### src/rtl/uart_tx_arbiter_pkg.sv
// Shared types and constants for the UART frame arbiter.
package uart_tx_arbiter_pkg;

  localparam int unsigned BYTE_W    = 8;
  localparam int unsigned FRAME_W   = 24;
  localparam int unsigned GRANT_W   = 2;

  // Byte slices of a frame, sent most-significant byte first
  localparam int unsigned BYTE0_LSB = 16;
  localparam int unsigned BYTE1_LSB = 8;
  localparam int unsigned BYTE2_LSB = 0;

  // One-hot owner encodings {scr, man}
  localparam logic [GRANT_W-1:0] GRANT_NONE = 2'b00;
  localparam logic [GRANT_W-1:0] GRANT_MAN  = 2'b01;
  localparam logic [GRANT_W-1:0] GRANT_SCR  = 2'b10;

  typedef enum logic [2:0] {
    IDLE  = 3'd0,
    SEND0 = 3'd1,
    SEND1 = 3'd2,
    SEND2 = 3'd3,
    DONE  = 3'd4
  } state_e;

  typedef enum logic {
    SERVED_MAN = 1'b0,
    SERVED_SCR = 1'b1
  } served_e;

  typedef struct packed {
    logic [BYTE_W-1:0] game_state;
    logic [BYTE_W-1:0] operate;
    logic [BYTE_W-1:0] target;
  } frame_t;

  // Select byte n of a frame; n=0 is the first byte on the wire
  function automatic logic [BYTE_W-1:0] frame_byte(input logic [FRAME_W-1:0] f,
                                                   input logic [1:0]         idx);
    case (idx)
      2'd0:    return f[BYTE0_LSB +: BYTE_W];
      2'd1:    return f[BYTE1_LSB +: BYTE_W];
      default: return f[BYTE2_LSB +: BYTE_W];
    endcase
  endfunction

endpackage

### src/rtl/uart_tx_arbiter_rr_pick2.sv
// Two-way round-robin pick: on a tie, the requester not served last wins.
module rr_pick2
  import uart_tx_arbiter_pkg::*;
(
  input  logic [GRANT_W-1:0] req_i,
  input  served_e            last_served_i,
  output logic [GRANT_W-1:0] pick_c_o
);

  // One-hot winner from {scr, man} requests
  always_comb begin
    pick_c_o = GRANT_NONE;
    case (req_i)
      2'b01:   pick_c_o = GRANT_MAN;
      2'b10:   pick_c_o = GRANT_SCR;
      2'b11:   pick_c_o = (last_served_i == SERVED_MAN) ? GRANT_SCR : GRANT_MAN;
      default: pick_c_o = GRANT_NONE;
    endcase
  end

endmodule

### src/rtl/uart_tx_arbiter.sv
// Arbitrates manual and script 3-byte frames onto a single UART byte stream.
module uart_tx_arbiter
  import uart_tx_arbiter_pkg::*;
#(
  parameter int unsigned       TIMEOUT_CYCLES = 4096,
  parameter logic [BYTE_W-1:0] IDLE_BYTE      = 8'h00
) (
  input  logic               uart_clk,
  input  logic               reset,
  input  logic               man_req,
  input  logic [FRAME_W-1:0] man_frame,
  output logic               man_ack,
  input  logic               scr_req,
  input  logic [FRAME_W-1:0] scr_frame,
  output logic               scr_ack,
  input  logic               script_loading,
  output logic [BYTE_W-1:0]  data_in_bits,
  input  logic               data_in_ready,
  output logic [GRANT_W-1:0] grant,
  output logic               busy,
  output logic               timeout_err
);

  localparam int unsigned      CNT_W    = (TIMEOUT_CYCLES > 1) ? $clog2(TIMEOUT_CYCLES) : 1;
  localparam logic [CNT_W-1:0] CNT_LAST = CNT_W'(TIMEOUT_CYCLES - 1);

  state_e               state_q,   state_d;
  frame_t               frame_q,   frame_d;
  served_e              last_q,    last_d;
  logic [CNT_W-1:0]     cnt_q,     cnt_d;
  logic [GRANT_W-1:0]   grant_q,   grant_d;
  logic                 busy_q,    busy_d;
  logic                 man_ack_q, man_ack_d;
  logic                 scr_ack_q, scr_ack_d;
  logic                 tmo_q,     tmo_d;
  logic [BYTE_W-1:0]    data_q,    data_d;

  logic [GRANT_W-1:0]   pick_c;
  logic [FRAME_W-1:0]   win_frame_c;

  rr_pick2 u_rr_pick2 (
    .req_i         ({scr_req, man_req}),
    .last_served_i (last_q),
    .pick_c_o      (pick_c)
  );

  assign win_frame_c = (pick_c == GRANT_SCR) ? scr_frame : man_frame;

  // Next-state and registered-output logic
  always_comb begin
    state_d   = state_q;
    frame_d   = frame_q;
    last_d    = last_q;
    cnt_d     = cnt_q;
    grant_d   = grant_q;
    busy_d    = busy_q;
    man_ack_d = 1'b0;
    scr_ack_d = 1'b0;
    tmo_d     = 1'b0;
    data_d    = data_q;

    case (state_q)
      IDLE: begin
        data_d = IDLE_BYTE;
        if (!script_loading && (pick_c != GRANT_NONE)) begin
          frame_d = frame_t'(win_frame_c);
          grant_d = pick_c;
          busy_d  = 1'b1;
          cnt_d   = '0;
          data_d  = frame_byte(win_frame_c, 2'd0);
          state_d = SEND0;
        end
      end

      SEND0, SEND1, SEND2: begin
        if (data_in_ready) begin
          cnt_d = '0;
          case (state_q)
            SEND0: begin
              state_d = SEND1;
              data_d  = frame_byte(frame_q, 2'd1);
            end
            SEND1: begin
              state_d = SEND2;
              data_d  = frame_byte(frame_q, 2'd2);
            end
            default: begin
              state_d   = DONE;
              data_d    = IDLE_BYTE;
              grant_d   = GRANT_NONE;
              busy_d    = 1'b0;
              man_ack_d = (grant_q == GRANT_MAN);
              scr_ack_d = (grant_q == GRANT_SCR);
              last_d    = (grant_q == GRANT_SCR) ? SERVED_SCR : SERVED_MAN;
            end
          endcase
        end else if (cnt_q == CNT_LAST) begin
          // Abort: no ack and the round-robin history is left untouched
          state_d = IDLE;
          cnt_d   = '0;
          data_d  = IDLE_BYTE;
          grant_d = GRANT_NONE;
          busy_d  = 1'b0;
          tmo_d   = 1'b1;
        end else begin
          cnt_d = cnt_q + CNT_W'(1);
        end
      end

      DONE: begin
        data_d  = IDLE_BYTE;
        state_d = IDLE;
      end

      default: begin
        state_d = IDLE;
        data_d  = IDLE_BYTE;
        grant_d = GRANT_NONE;
        busy_d  = 1'b0;
        cnt_d   = '0;
      end
    endcase
  end

  // State and output registers with synchronous reset
  always_ff @(posedge uart_clk) begin
    if (reset) begin
      state_q   <= IDLE;
      frame_q   <= '0;
      last_q    <= SERVED_MAN;
      cnt_q     <= '0;
      grant_q   <= GRANT_NONE;
      busy_q    <= 1'b0;
      man_ack_q <= 1'b0;
      scr_ack_q <= 1'b0;
      tmo_q     <= 1'b0;
      data_q    <= IDLE_BYTE;
    end else begin
      state_q   <= state_d;
      frame_q   <= frame_d;
      last_q    <= last_d;
      cnt_q     <= cnt_d;
      grant_q   <= grant_d;
      busy_q    <= busy_d;
      man_ack_q <= man_ack_d;
      scr_ack_q <= scr_ack_d;
      tmo_q     <= tmo_d;
      data_q    <= data_d;
    end
  end

  assign man_ack      = man_ack_q;
  assign scr_ack      = scr_ack_q;
  assign timeout_err  = tmo_q;
  assign grant        = grant_q;
  assign busy         = busy_q;
  assign data_in_bits = data_q;

endmodule

### config.mk
export PLATFORM = sky130hd
export DESIGN_NAME = uart_tx_arbiter
export DESIGN_NICKNAME = d
export VERILOG_FILES = /design/src/rtl/uart_tx_arbiter_pkg.sv /design/src/rtl/uart_tx_arbiter_rr_pick2.sv /design/src/rtl/uart_tx_arbiter.sv
export SDC_FILE = /design/constraint.sdc
export NUM_CORES = 1
export LEC_CHECK = 0
export BUFFER_PORTS_ARGS = -buffer_cell sky130_fd_sc_hd__buf_4
export CORE_MARGIN = 2
export CORE_UTILIZATION = 50
export CTS_CLUSTER_DIAMETER = 80
export DETAILED_ROUTE_END_ITERATION = 8
export GPL_ROUTABILITY_DRIVEN = 0
export GPL_TIMING_DRIVEN = 0
export MAX_ROUTING_LAYER = met4
export PLACE_DENSITY = 0.78
export SYNTH_ARGS = -nofsm -noshare
export SYNTH_HDL_FRONTEND = slang
export SYNTH_HIERARCHICAL = 1
export SYNTH_SLANG_ARGS = --single-unit
export TNS_END_PERCENT = 30
### constraint.sdc
create_clock -name uart_clk -period 4.7 [get_ports uart_clk]
set_input_delay 0.705 -clock uart_clk [delete_from_list [all_inputs] [get_ports uart_clk]]
set_output_delay 0.705 -clock uart_clk [all_outputs]
set_load 0.05 [all_outputs]
# ---- Word level (Yosys, flattened, before mapping)
# Cells that the tools add are included.
dict set report word_totals {
  wordCells 72
  in_bits 54
  register_bits 46
  output_inout_bits 14
}
dict set report op_classes {
  muxes 29
  n_eq_ne 14
  n_addsub 1
  reduce_logical 13
  bitwise_logic 4
}
# op n
set ops {}
lappend ops {{$mux W12} 3}
lappend ops {{$pmux W12 S3} 1}
lappend ops {{$pmux W8 S2} 2}
lappend ops {{$mux W24} 1}
lappend ops {{$mux W8} 3}
lappend ops {{$add A12 B1 Y12 const B} 1}
lappend ops {{$eq A12 B12 Y1 const B} 1}
lappend ops {{$pmux W2 S3} 2}
lappend ops {{$pmux W3 S2} 2}
lappend ops {{$mux W2} 5}
lappend ops {{$mux W3} 3}
lappend ops {{$eq A2 B2 Y1 const B} 4}
lappend ops {{$eq A3 B2 Y1 const B} 2}
lappend ops {{$mux W1} 6}
lappend ops {{$ne A3 B3 Y1 const B} 2}
lappend ops {{$reduce_and A2 Y1} 3}
lappend ops {{$reduce_or A3 Y1} 2}
lappend ops {{$reduce_or A5 Y1} 1}
lappend ops {{$eq A2 B1 Y1 const B} 2}
lappend ops {{$not A1 Y1} 4}
lappend ops {{$reduce_and A4 Y1} 1}
lappend ops {{$eq A3 B1 Y1 const B} 1}
lappend ops {{$eq A3 B3 Y1 const B} 1}
lappend ops {{$logic_not A3 Y1} 1}
lappend ops {{7 further kinds} 7}

# ---- Depth between registers and ports, before layout
dict set report logic_depth {
  depth_word 6
  mapped_depth 9
  mapped_depth_nobuf 7
}

# ---- Cells and area by module
# Netlist, hierarchy kept.
# module area_per_inst_um2 seq_area_each_um2 cells_per_inst n_inst
set by_module_without_submodules {}
lappend by_module_without_submodules {uart_tx_arbiter 2209.6 920.9 244 1}
lappend by_module_without_submodules {rr_pick2 18.8 0.0 3 1}

# ---- Worst setup path after synthesis
# OpenSTA, ideal clock, no wires.
dict set report synth_path {
  kind {in2reg}
  startpoint {in scr_req}
  endpoint {reg data_q[3] (netlist: data_in_bits[3])}
  required_time_ps 4572
  n_path_buf 2
  setup_time_ps 128
  stages 8
  slack_ps 2508
  arrival_ps 2065
  cell_sequence {a21boi_0 -> nor2b_1 -> buf_2 -> buf_4 -> mux2i_1 -> o22ai_1 -> a21oi_1 -> nor2_1}
}
dict set report synth_between {
  elab_chain_cells 6
  word_cells_on_any_way 10
  classes_between {4 x eq/ne; 4 x mux; 2 x reduce/logical}
}
# element line
set synth_rtl {}
lappend synth_rtl {{start, declared} uart_tx_arbiter.sv:13} ;# input logic scr_req,
lappend synth_rtl {{$eq A2 B2 Y1 / $eq A2 B1 Y1 (equally long branches)} uart_tx_arbiter_rr_pick2.sv:13} ;# case (req_i)
lappend synth_rtl {{$pmux W2 S3 *} uart_tx_arbiter_rr_pick2.sv:13}
lappend synth_rtl {{$eq A2 B2 Y1 / $reduce_bool A2 Y1 (equally long branches)} {uart_tx_arbiter.sv:47, uart_tx_arbiter.sv:65}}
lappend synth_rtl {{$mux W24 / $logic_and A1 B1 Y1 (equally long branches)} {uart_tx_arbiter.sv:47, uart_tx_arbiter.sv:65}}
lappend synth_rtl {{$mux W8 *} uart_tx_arbiter.sv:65} ;# if (!script_loading && (pick_c != GRANT_NONE)) begin
lappend synth_rtl {{$pmux W8 S2 *} uart_tx_arbiter.sv:62} ;# case (state_q)
lappend synth_rtl {{end signal, assigned} uart_tx_arbiter.sv:148} ;# data_q <= data_d;
lappend synth_rtl {{end, declared} uart_tx_arbiter.sv:36} ;# logic [BYTE_W-1:0] data_q, data_d;
# Mark *: on every way between the ends. The rest lies on a longest branch, timed or not.
# A chain may end at the register's enable or synchronous reset.

# ---- Worst setup path after layout
dict set report layout_path {
  startpoint {in man_req}
  endpoint {reg data_q[6] (netlist: data_in_bits[6])}
}
dict set report layout_between {
  elab_chain_cells 6
  word_cells_on_any_way 10
  classes_between {4 x eq/ne; 4 x mux; 2 x reduce/logical}
}
# element line
set layout_rtl {}
lappend layout_rtl {{start, declared} uart_tx_arbiter.sv:10} ;# input logic man_req,
lappend layout_rtl {{$eq A2 B2 Y1 / $eq A2 B1 Y1 (equally long branches)} uart_tx_arbiter_rr_pick2.sv:13}
lappend layout_rtl {{$pmux W2 S3 *} uart_tx_arbiter_rr_pick2.sv:13}
lappend layout_rtl {{via pick_c[1]} uart_tx_arbiter.sv:38} ;# logic [GRANT_W-1:0] pick_c;
lappend layout_rtl {{$eq A2 B2 Y1 / $reduce_bool A2 Y1 (equally long branches)} {uart_tx_arbiter.sv:47, uart_tx_arbiter.sv:65}}
lappend layout_rtl {{$mux W24 / $logic_and A1 B1 Y1 (equally long branches)} {uart_tx_arbiter.sv:47, uart_tx_arbiter.sv:65}}
lappend layout_rtl {{$mux W8 *} uart_tx_arbiter.sv:65}
lappend layout_rtl {{$pmux W8 S2 *} uart_tx_arbiter.sv:62}
# Mark *: on every way through the listed nets, which the timed path passes. The rest lies on a longest branch.

==> flow_summary.yaml <==
status:
  status: "finished, final reports clean"
logic_synthesis:
  ys_ff_latch: 46
  synth_cell_type_count: 38
  syn_avg_cell_area_um2: 9.022
  synth_top_area_cell: "dfxtp_1"
  synth_top_area_share: 0.4133
  synthMostInstantiatedCell: "dfxtp_1"
  synth_ff_type: "dfxtp_1"
  synth.area.top_cells: "dfxtp_1 41%, mux2i_1 11%, nor2_1 7.2%"
  ys_warn_count: 6
  synth_fp_nets: 302
  synth_common_cells: "46 x dfxtp_1, 43 x nor2_1, 25 x mux2i_1"
  syn_area_um2: 2228
  ys_seq_area_frac: 0.4133
  synth_edf_count: 0
  netlist_instances: 247
  async_reset_ff_frac: 0
worst_setup_path:
  cp.arrival_ps: 2490
  required_ps: 4870
  cp_slowest_stage_delay_ps: 460
  crit_fanout: 10
  crit_path_frequent_cell: "buf_4"
  rr_worst_depth: 8
  cp_num_cells: 9
  crit_path_end_kind: "flip-flop"
  crit_chain: "buf_4 > a21boi_0 > nor2b_1 > buf_2 > buf_4 > mux2i_1 > o22ai_1 > a21oi_1 > nor2_1"
  crit_type: "in2reg"
  start_kind: "input pin"
  critical_path_buf_inv_count: 3
  cpMaxStageDelayCell: "a21boi_0"
  crit_family: "compound AO/OA/AOI/OAI gates"
drt:
  wl_per_cell_um: 14.44
  drc: 0
  wl_um: 5387
  met1_length_um: 2369
  wl_met3_um: 453
  wl_met2_um: 2464
  vias: 2068
  drtAntennaViolNets: 0
  vias_per_cell: 5.544
  drtIter0Drc: 191
  first_pass_iters: 5
  routed.top_layer: "met4"
timing:
  skew_ps: 6.725
  rsz0062_at_grt: "no"
  fmax_ghz: 0.4319
  finalSetupViolCount: 0
  fin_crit_ps: 2315
  whs_ps: 477.4
  timing.final.ws_setup_ps: 2385
  fin_setup_tns_ps: 0
  report.final.slew_viol_count: 0
  worstMarginPinSlew_ps: 572.9
  fin_crit_sh: 0.4926
  hold_violations: 0
  slew_headroom: 0.6147
cts:
  root_buffer: "clkbuf_8"
  postCtsHoldBufs: 0
  cts_tree: "yes"
  clkSinkCount: 46
  worstSkewPairLatency_ps: 300
  post-cts-setup-buffers: 0
  htreeDepth: 2
  path_clk_slew_ps: 90
  cts_resized: 0
  cts_max_path_buffers: 2
  cts_inserted_buffers: 5
worst_hold_path:
  hp-class: "reg2reg"
  hold_path_depth: 2
power:
  p_clk_frac: 0.287
  power_leakage_nw: 1.161
  comb_power_share: 0.217
  p_seq_frac: 0.497
  switching_share: 0.2940
  ir_drop_uv: 200.0
  p_sw_uw: 249.8
  power_density_nw_per_um2: 295.1
  intPower_uw: 599.8
floorplanning:
  core_area_um2: 4324
  initial_utilization: 0.5153
  fp.dieW_um: 70.76
  design.die.area_um2: 5007
  die_h_um: 70.76
  ios: 68
  row_count: 24
grt:
  grt-ovfl-total: 0
  grt_usage: 0.2313
  grt_max_degree: 16
  grt_pass1_wl_um: 9108
  grt_antenna_before_repair: 0
  grt_pass1_vias: 2025
placement:
  io_buffer_count: 66
  dp_slack_ps: 2113
  hpwl_um: 3978
  place_area_um2: 2789
finish:
  final_layout_size_suffix_gt1_frac: 0.2960
  layout.nets: 375
  syn2layout_area_growth_pct: 29.20
  diodes: 0
  stdcell_area_um2: 2879
flow_run:
  drv_cap: 0
-- power groups by stage --
stage	combinational (mW)	clock, mW	sequential [mW]
floorplan	0.0988	0	0.447
global placement	0.181	0	0.430
detailed placement	0.184	0	0.431
CTS	0.184	0.247	0.422
global route	0.201	0.264	0.424
finish	0.184	0.244	0.422
-- flip-flops by register name, summed over array words and instances, names as in the netlist --
| name | count |
|---|---|
| data_in_bits | 8 |
| scr_ack | 1 |
| frame_q | 16 |
| grant | 2 |
| timeout_err | 1 |
| cnt_q | 12 |
| last_q | 1 |
| busy | 1 |
| man_ack | 1 |
| state_q | 3 |
-- layer usage --
metal  track usage  vias up
li1              -     1025
met1        0.2934      940
met2        0.3666       92
met3       0.04843       11
met4       0.08176        0
met5             -        -
-- stage by stage --
step           total power, mW  std cells  utilization
2_1_floorplan           0.5463        247            -
3_3_place_gp            0.6108        365       0.6450
3_5_place_dp            0.6145        365       0.6450
4_1_cts                 0.8534        373       0.6658
5_1_grt                 0.8889        373       0.6658
6_report                0.8496        373       0.6658
-- cell families after synthesis --
kind of cell	after synthesis	share of synthesized area
AO/OA/AOI/OAI	60	0.1847
multiplexers	25	0.1123
adder cells (fa/ha/maj)	1	0.005614
XOR/XNOR	10	0.03930
buffers and inverters	20	0.05671
flip-flops	46	0.4132
AND/OR/NAND/NOR	85	0.1881
-- final cells by class --
cell class                 count  area, µm²
tap                           52      65.06
clock inverter                 3      21.27
fill                         375       1445
buffer                        19      122.6
clock buffer                   5      68.82
timing repair buffer          66      495.5
sequential                    46      920.9
multi-input combinational    181       1181
inverter                       1      3.754
-- worst min-delay path, cell delays in order, from the launching register on --
cell and delay (ps):
dfxtp_1 330, nand2_1 60, a21oi_1 50
-- worst paths after layout --
check           start         endpoint  slack (ps)
min reg2reg  cnt_q[1]         cnt_q[1]         480
max reg2reg    last_q  data_in_bits[6]        2550
max           man_req  data_in_bits[6]        2380
min          cnt_q[1]         cnt_q[1]         480
-- cell usage in the layout (no fill, tap or decap), types with 3 or more instances in the layout --
cell / Yosys / layout
xnor2_1: 6 / 6
nand2_1: 9 / 9
dfxtp_1: 46 / 46
a22oi_1: 9 / 9
buf_6: 4 / 4
nand3_1: 5 / 5
nor2_1: 43 / 43
nor4_1: 3 / 3
clkbuf_1: 6 / 6
a211oi_1: 16 / 16
mux2i_1: 25 / 25
nor3_2: 3 / 3
nand4_1: 5 / 5
xor2_1: 4 / 4
o21ai_0: 7 / 7
a21oi_1: 14 / 14
o22ai_1: 8 / 8
nor2b_1: 6 / 6
buf_4: 5 / 71
clkbuf_8: 0 / 5
Power figures use the tool's default switching activity.
